**config.mk**
```make
export PLATFORM = sky130hd
export DESIGN_NAME = bcd_div_ctrl_flat
export DESIGN_NICKNAME = d
export VERILOG_FILES = /design/src/rtl/bcd_div_ctrl_if.sv /design/src/rtl/bcd_div_ctrl.sv /design/src/flat_wrapper.sv
export SDC_FILE = /design/constraint.sdc
export NUM_CORES = 1
export LEC_CHECK = 0
export BUFFER_PORTS_ARGS = -buffer_cell sky130_fd_sc_hd__buf_2
export CAP_MARGIN = 25
export CORE_MARGIN = 5
export CORE_UTILIZATION = 47
export CTS_CLUSTER_DIAMETER = 150
export CTS_CLUSTER_SIZE = 8
export DETAILED_ROUTE_END_ITERATION = 7
export GPL_ROUTABILITY_DRIVEN = 1
export HOLD_SLACK_MARGIN = 0.05
export PLACE_DENSITY_LB_ADDON = 0.1
export RECOVER_POWER = 100
export SLEW_MARGIN = 10
export SYNTH_ARGS = -nofsm -noshare
export SYNTH_HDL_FRONTEND = slang
export SYNTH_SLANG_ARGS = --single-unit
export TNS_END_PERCENT = 10
```
**constraint.sdc**
```tcl
create_clock -name clk -period 1.8 [get_ports clk]
set_clock_uncertainty 0.2 [all_clocks]
set_input_delay 0.09 -clock clk [delete_from_list [all_inputs] [get_ports clk]]
set_output_delay 0.09 -clock clk [all_outputs]
set_load 0.005 [all_outputs]
```
**src/rtl/bcd_div_ctrl_if.sv**
```systemverilog
// Handshake/config/status bundle between system control (master) and the BCD divide controller (slave).
interface bcd_div_ctrl_if;
  logic       cfg_valid;
  logic [7:0] cfg_tc;
  logic       cfg_oneshot;
  logic       cfg_ready;
  logic       cfg_err;
  logic       start;
  logic       stop;
  logic       Cin;
  logic [7:0] count;
  logic       tick;
  logic       busy;
  logic       done;

  modport master (
    output cfg_valid, cfg_tc, cfg_oneshot, start, stop, Cin,
    input  cfg_ready, cfg_err, count, tick, busy, done
  );

  modport slave (
    input  cfg_valid, cfg_tc, cfg_oneshot, start, stop, Cin,
    output cfg_ready, cfg_err, count, tick, busy, done
  );
endinterface

```
**src/rtl/bcd_div_ctrl.sv**
```systemverilog
// Two-digit BCD divide counter controller: config handshake, start/stop, one-shot/continuous, terminal-count tick.
// Optional DIV_CTRL_TICK_CNT_EN adds a saturating 16-bit tick_total output.
module bcd_div_ctrl #(
  parameter logic [2:0] HI_MAX     = 3'd7,
  parameter logic [7:0] DEFAULT_TC = 8'h79
) (
  input  logic            clk,
  input  logic            Rst_n,
  bcd_div_ctrl_if.slave   bus
`ifdef DIV_CTRL_TICK_CNT_EN
  ,
  output logic [15:0]     tick_total
`endif
);

  localparam logic [1:0] IDLE = 2'd0;
  localparam logic [1:0] RUN  = 2'd1;
  localparam logic [1:0] DONE = 2'd2;

  localparam logic [3:0] HI_LIM = {1'b0, HI_MAX};

  logic [1:0] state;
  logic [7:0] count;
  logic [7:0] tc;
  logic       oneshot;
  logic       tick;
  logic       done;
  logic       cfg_err;
  logic       cfg_legal;
  logic [3:0] units;
  logic [3:0] tens;

  assign units     = count[3:0];
  assign tens      = count[7:4];
  assign cfg_legal = (bus.cfg_tc[3:0] <= 4'd9) && (bus.cfg_tc[7:4] <= HI_LIM);

  assign bus.cfg_ready = (state == IDLE);
  assign bus.busy      = (state == RUN);
  assign bus.count     = count;
  assign bus.tick      = tick;
  assign bus.done      = done;
  assign bus.cfg_err   = cfg_err;

  always_ff @(posedge clk or negedge Rst_n) begin
    if (!Rst_n) begin
      state   <= IDLE;
      count   <= 8'h00;
      tc      <= DEFAULT_TC;
      oneshot <= 1'b0;
      tick    <= 1'b0;
      done    <= 1'b0;
      cfg_err <= 1'b0;
    end else begin
      tick    <= 1'b0;
      done    <= 1'b0;
      cfg_err <= 1'b0;
      case (state)
        IDLE: begin
          if (bus.cfg_valid) begin
            if (cfg_legal) begin
              tc      <= bus.cfg_tc;
              oneshot <= bus.cfg_oneshot;
            end else begin
              cfg_err <= 1'b1;
            end
          end
          if (bus.start && !bus.stop) begin
            state <= RUN;
            count <= 8'h00;
          end
        end
        RUN: begin
          // stop has priority over a coincident terminal count
          if (bus.stop) begin
            state <= IDLE;
            count <= 8'h00;
          end else if (bus.Cin) begin
            if (count == tc) begin
              count <= 8'h00;
              tick  <= 1'b1;
              if (oneshot) begin
                state <= DONE;
                done  <= 1'b1;
              end
            end else if (units == 4'd9) begin
              count <= {((tens == HI_LIM) ? 4'd0 : tens + 4'd1), 4'd0};
            end else begin
              count <= {tens, units + 4'd1};
            end
          end
        end
        DONE: begin
          state <= IDLE;
          count <= 8'h00;
        end
        default: begin
          state <= IDLE;
          count <= 8'h00;
        end
      endcase
    end
  end

`ifdef DIV_CTRL_TICK_CNT_EN
  // Counts at the edge that raises tick, so the total is current while tick is visible.
  always_ff @(posedge clk or negedge Rst_n) begin
    if (!Rst_n) begin
      tick_total <= 16'h0000;
    end else if (state == IDLE && bus.cfg_valid && cfg_legal) begin
      tick_total <= 16'h0000;
    end else if (state == RUN && !bus.stop && bus.Cin && count == tc &&
                 tick_total != 16'hFFFF) begin
      tick_total <= tick_total + 16'h0001;
    end
  end
`endif

endmodule

```
**src/flat_wrapper.sv**
```systemverilog
// flat-port wrapper written by rule: the top's interface ports become plain ports
module bcd_div_ctrl_flat 
#(
  parameter logic [2:0] HI_MAX     = 3'd7,
  parameter logic [7:0] DEFAULT_TC = 8'h79
)
  (clk, Rst_n, bus_cfg_valid, bus_cfg_tc, bus_cfg_oneshot, bus_start, bus_stop, bus_Cin, bus_cfg_ready, bus_cfg_err, bus_count, bus_tick, bus_busy, bus_done);
  bcd_div_ctrl_if bus_i ();
  input  logic clk;
  input  logic Rst_n;
  input wire logic [$bits(bus_i.cfg_valid)-1:0] bus_cfg_valid;
  input wire logic [$bits(bus_i.cfg_tc)-1:0] bus_cfg_tc;
  input wire logic [$bits(bus_i.cfg_oneshot)-1:0] bus_cfg_oneshot;
  input wire logic [$bits(bus_i.start)-1:0] bus_start;
  input wire logic [$bits(bus_i.stop)-1:0] bus_stop;
  input wire logic [$bits(bus_i.Cin)-1:0] bus_Cin;
  output wire logic [$bits(bus_i.cfg_ready)-1:0] bus_cfg_ready;
  output wire logic [$bits(bus_i.cfg_err)-1:0] bus_cfg_err;
  output wire logic [$bits(bus_i.count)-1:0] bus_count;
  output wire logic [$bits(bus_i.tick)-1:0] bus_tick;
  output wire logic [$bits(bus_i.busy)-1:0] bus_busy;
  output wire logic [$bits(bus_i.done)-1:0] bus_done;
  assign bus_i.cfg_valid = bus_cfg_valid;
  assign bus_i.cfg_tc = bus_cfg_tc;
  assign bus_i.cfg_oneshot = bus_cfg_oneshot;
  assign bus_i.start = bus_start;
  assign bus_i.stop = bus_stop;
  assign bus_i.Cin = bus_Cin;
  assign bus_cfg_ready = bus_i.cfg_ready;
  assign bus_cfg_err = bus_i.cfg_err;
  assign bus_count = bus_i.count;
  assign bus_tick = bus_i.tick;
  assign bus_busy = bus_i.busy;
  assign bus_done = bus_i.done;
  bcd_div_ctrl #(.HI_MAX(HI_MAX), .DEFAULT_TC(DEFAULT_TC)) u_core (.clk(clk), .Rst_n(Rst_n), .bus(bus_i));
endmodule
```
# --- Yosys cells after proc, flatten, opt, wreduce, memory -nomap -nowiden ---
# Cells that the tools add are included.
totals:
  inputBits: 15
  output_inout_bits: 13
  elab_cells: 54
  ff_bits: 22
classes:
  reduce_logical: 8
  n_addsub: 2
  muxes: 25
  eq_ne: 9
  order_cmp: 2
ops:
  columns: ["cell", "count"]
  rows:
  - ["8-bit two-way mux", 5]
  - ["8-bit case mux with 2 select lines", 1]
  - ["1-bit two-way mux", 12]
  - ["2-bit two-way mux", 5]
  - ["4-bit by 1-bit adder with 4-bit output (second input constant)", 2]
  - ["8-bit equality test", 1]
  - ["3-bit by 2-bit != test with 1-bit output (second input constant)", 2]
  - ["3-bit AND reduction", 2]
  - ["4-bit by 3-bit equality test with 1-bit output (second input constant)", 1]
  - ["4-bit equality test (second input constant)", 1]
  - ["4-bit by 3-bit <= comparator with 1-bit output (second input constant)", 1]
  - ["4-bit <= comparator (second input constant)", 1]
  - ["4-bit two-way mux", 1]
  - ["4-bit by 2-bit != test with 1-bit output (second input constant)", 1]
  - ["2-bit case mux with 2 select lines", 1]
  - ["4-bit AND reduction", 1]
  - ["3-bit != test (second input constant)", 1]
  - ["2-bit by 1-bit equality test with 1-bit output (second input constant)", 1]
  - ["1-bit logical AND", 2]
  - ["2-bit zero test", 1]
  - ["2-bit by 1-bit != test with 1-bit output (second input constant)", 1]
  - ["2-bit AND reduction", 1]
  - ["1-bit zero test", 1]

# --- Logic depth before layout (Yosys ltp) ---
logic_depth:
  word_depth: 7
  depth_mapped: 7
  mapped_depth_nobuf: 7

# --- Worst setup path after synthesis ---
# Ideal clock, no wire load.
synth_path:
  kind: "register to register"
  startpoint: "register u_core.count[6], in the netlist u_core.bus.count[6]"
  endpoint: "register u_core.state[0]"
  n_path_buf: 0
  period_less_slack_ns: 1.778
  t_required_ns: 1.476
  setup_slack_ns: 0.022
  setup_time_ns: 0.124
  stages_incl_launch_ff: 6
  arrival_time_ns: 1.454
  cell_sequence: "dfrtp_1 -> xor2_1 -> nor4_4 -> and2_4 -> a21oi_1 -> o31a_1"
synth_between:
  elab_chain_len: 3
synth_rtl:
  columns: ["element", "line_no", "text"]
  rows:
  - ["start: declaration", "bcd_div_ctrl.sv:23", "logic [7:0] count;"]
  - ["start signal: assignment", "bcd_div_ctrl.sv:86", "count <= {((tens == HI_LIM) ? 4'd0 : tens + 4'd1), 4'd0};"]
  - ["start signal: assignment", "bcd_div_ctrl.sv:88", "count <= {tens, units + 4'd1};"]
  - ["8-bit equality test", "bcd_div_ctrl.sv:78", "if (count == tc) begin"]
  - ["3-bit by 2-bit != test with 1-bit output (no source line)", null, null]
  - ["4-bit AND reduction (no source line)", null, null]
  - ["end signal: assignment", "bcd_div_ctrl.sv:75", "state <= IDLE;"]
  - ["end signal: assignment", "bcd_div_ctrl.sv:82", "state <= DONE;"]
  - ["end signal: assignment", "bcd_div_ctrl.sv:93", "state <= IDLE;"]
  - ["end: declaration", "bcd_div_ctrl.sv:22", "logic [1:0] state;"]
# No other way between the ends.
# A chain may end at the register's enable or synchronous reset.

# --- Worst setup path in the final report ---
layout_path:
  startpoint: "register u_core.count[2], in the netlist u_core.bus.count[2]"
  endpoint: "register u_core.state[0]"
# The elaborated chain is that of the path after synthesis.

==> results by group <==
Status
  – Status: complete, but fails checks
  – Failing checks: negative setup slack

Logic synthesis
  – Seq cells post-synth: 22
  – Syn nets: 118
  – Top-count cell post-synth: dfrtp_1
  – Synth top area cells: dfrtp_1, dfstp_2, mux2_2, xor2_1, a22o_1
  – Top cell type's share of synthesized area: a little over a third
  – Synth unique cells: 38
  – Mapped cell area: roughly 0.0012 sq mm
  – Ys Warns: 0
  – Post-synthesis cell count: 100
  – Area leader, netlist: dfrtp_1
  – Post-synth EDFFs: 0
  – Primary FF master, synth: dfrtp_1
  – Seq/Total Area, Yosys: a little under half
  – Syn_area_per_cell: approximately 12 sq um
  – Post-synth top cells: dfrtp_1, mux2_2, xor2_1
  – Ys async rst share: between 90% and 100%

Routing
  – Met3 wire length: roughly 150 um
  – WL final: approximately 2700 um
  – Final antenna-violating net count: 0
  – Highest metal used: met4
  – Met2 wire len: 1371 um
  – Residual DRC count: 0
  – DRT met1 WL: approximately 1200 um
  – Vias: around 990
  – Vias per Instance: a little over 5
  – WL/cell: 14.20 um
  – DRT Pass-1 Iters: 4
  – Initial drt markers: 19

Die
  – Rows: 18
  – Die Width: approximately 60 um
  – Core Footprint: between 0.002 and 0.0025 sq mm
  – Die ar.: 0.003587 sq mm
  – Die height: roughly 60 um
  – Starting density of the core: around half
  – Boundary Pins: 28

Global routing
  – First-pass GRT wire length: about 4600 um
  – Antenna violations before repair: 0
  – GR Overflow Total: 0
  – GRT Util Overall: between 10% and 20%
  – Number of global-route vias before repair: about 1.0k
  – Largest net degree at the start of global routing: 23

Placed design
  – Dpl cells: ~170
  – GP Congestion: about 0.78
  – Post-DP HPWL: around 2000 um
  – IO buf count: 27

CTS
  – CTS tree: done
  – TritonCTS buffer count: 3
  – CTS Sinks: 22
  – Reg clk slew, reported paths: 130 ps
  – Worst skew pair latency: 310 ps
  – Clk root buf: clkbuf_4
  – CTS Buffer Depth: 2
  – H-tree depth: 1

Setup path
  – CP endpoint kind: register
  – Reg2reg end: u_core.state[0]
  – Crit path from: u_core.bus.count[2]
  – Worst Path Required: ~1800 ps
  – Kind of critical path: register to register
  – CP max FO: 5
  – Crit path launch type: register
  – Worst-case reg-to-reg path depth: 6
  – Crit path DAT: 1910 ps
  – R2R setup slack: -100 ps
  – R2r startpoint: u_core.bus.count[2]

STA
  – Final worst slack: -103.6 ps
  – Max Freq: roughly 530 MHz
  – Worst-margin pin slew: roughly 1200 ps
  – Final Hold Slack: just under 70 ps
  – Slew HR: roughly 22%
  – Fin. max-slew vios: 0
  – RSZ-0062 raised after global routing: true
  – Setup violations, final: 10
  – Fin crit period: around 1900 ps
  – Final Cycle Share: 105.8%
  – Fin. Hold Viols: 0

Finish
  – ANT cells: 0
  – Final std cells w/o fill: approximately 190
  – Layout cells sized above 1: 43.48%
  – # nets final: 180
  – P&R area growth vs syn: 42.78%
  – Fillers: slightly below 200

Pwr
  – Peak supply drop: 916.6 uV
  – Static leakage: approximately 0.00080 uW
  – Total power divided by cell area: ~1200 mW/mm^2

Hold path
  – Worst Hold Class: primary input to register
  – Hold path endpoint: u_core.bus.count[7]
  – HP Start: bus_stop
  – Worst Hold Depth: 5

Job
  – Max-Cap Viols: 0
[placed cells by master (no fill, tap or decap), types with 2 or more instances in the layout]
master | synthesis | layout
dfrtp_1 | 17 | 16
mux2_2 | 8 | 8
clkbuf_1 | 0 | 8
buf_2 | 0 | 24
o21ai_1 | 2 | 2
nand2_1 | 6 | 5
ha_1 | 3 | 2
nor2_2 | 0 | 2
clkbuf_4 | 0 | 4
xor2_2 | 0 | 3
a22o_1 | 5 | 5
xor2_1 | 8 | 5
inv_1 | 3 | 3
nand3b_1 | 2 | 2
buf_4 | 0 | 10
a31oi_1 | 2 | 2
a21oi_1 | 3 | 2
and3_1 | 2 | 2
dfstp_2 | 5 | 5
nor2_1 | 5 | 3
dlygate4sd3_1 | 0 | 14
and2_1 | 2 | 2
nor4_4 | 2 | 2
nor2b_1 | 3 | 3
[cells by family after synthesis]
kind of cell	Yosys count	share of synthesized area (%)
fa+ha+maj	3	3.209
compound gates	19	11.66
mux	8	7.701
xor+xnor	8	5.990
simple gates	36	21.93
buf+inv	4	1.925
flops	22	47.59
[worst max-delay path, cell delays in order (launching register included)]
cell	delay (ps)
dfrtp_2	440
xor2_1	170
nor4_2	290
buf_4	170
and2_4	170
a21oi_1	70
o31a_1	280
[metrics by stage]
stage	utilization [%]	TNS, ps	worst slack [ps]	instance area (sq um)	power, uW
2_1_floorplan	-	0	22.23	1170	1256
3_3_place_gp	59.36	-187.7	-50.03	1444	1496
3_5_place_dp	59.36	-275.0	-63.60	1444	1529
4_1_cts	68.93	-396.7	-83.84	1677	1976
5_1_grt	68.67	-1827	-192.7	1670	2112
6_report	68.67	-580.1	-103.6	1670	1976
[where the power goes]
group	switching, uW	internal, uW	total [uW]
sequential	124	665	789
clock	156	225	381
combinational	380	426	806
total	661	1320	1980
[per-layer routing]
| metal | vias up | track usage, % |
|---|---|---|
| met5 | - | 0 |
| met4 | 0 | 5.063 |
| met3 | 2 | 2.808 |
| met2 | 30 | 29.01 |
| met1 | 472 | 23.02 |
| li1 | 485 | - |
[worst max path at each step]
stage,end,slack [ps],cells after the start
after detailed placement,u_core.bus.count[3],-60,5
final,u_core.state[0],-100,6
after CTS,u_core.bus.count[4],-80,5
after global placement,u_core.bus.count[4],-50,5
after floorplan,u_core.state[0],20,5
after global routing,u_core.state[0],-190,6
[registers in the layout, summed over array words and instances (netlist names)]
signal and flops:
u_core.bus.tick 1, u_core.bus.cfg_err 1, u_core.bus.count 8, u_core.oneshot 1
u_core.state 2, u_core.tc 8, u_core.bus.done 1
[final cells by class]
class	instances	area [sq um]	area share, %
multi-input cells	74	633.1	37.90
repair buffers	58	377.9	22.62
flip-flops and latches	22	558.0	33.41
clock buffers	3	22.52	1.348
clock inverters	1	30.03	1.798
well taps	30	37.54	2.247
inverters	3	11.26	0.6742
[what timing repair did]
action / CTS / global route
resized for setup: 6 / 5
endpoints found under the setup margin: 9 / 15
gates cloned: 0 / 0
hold buffers: 14 / 0
pin swaps: 6 / 5
hold endpoints to repair: 36 / 0
buffers inserted: 1 / 1
(Power assumes the default switching activity.)
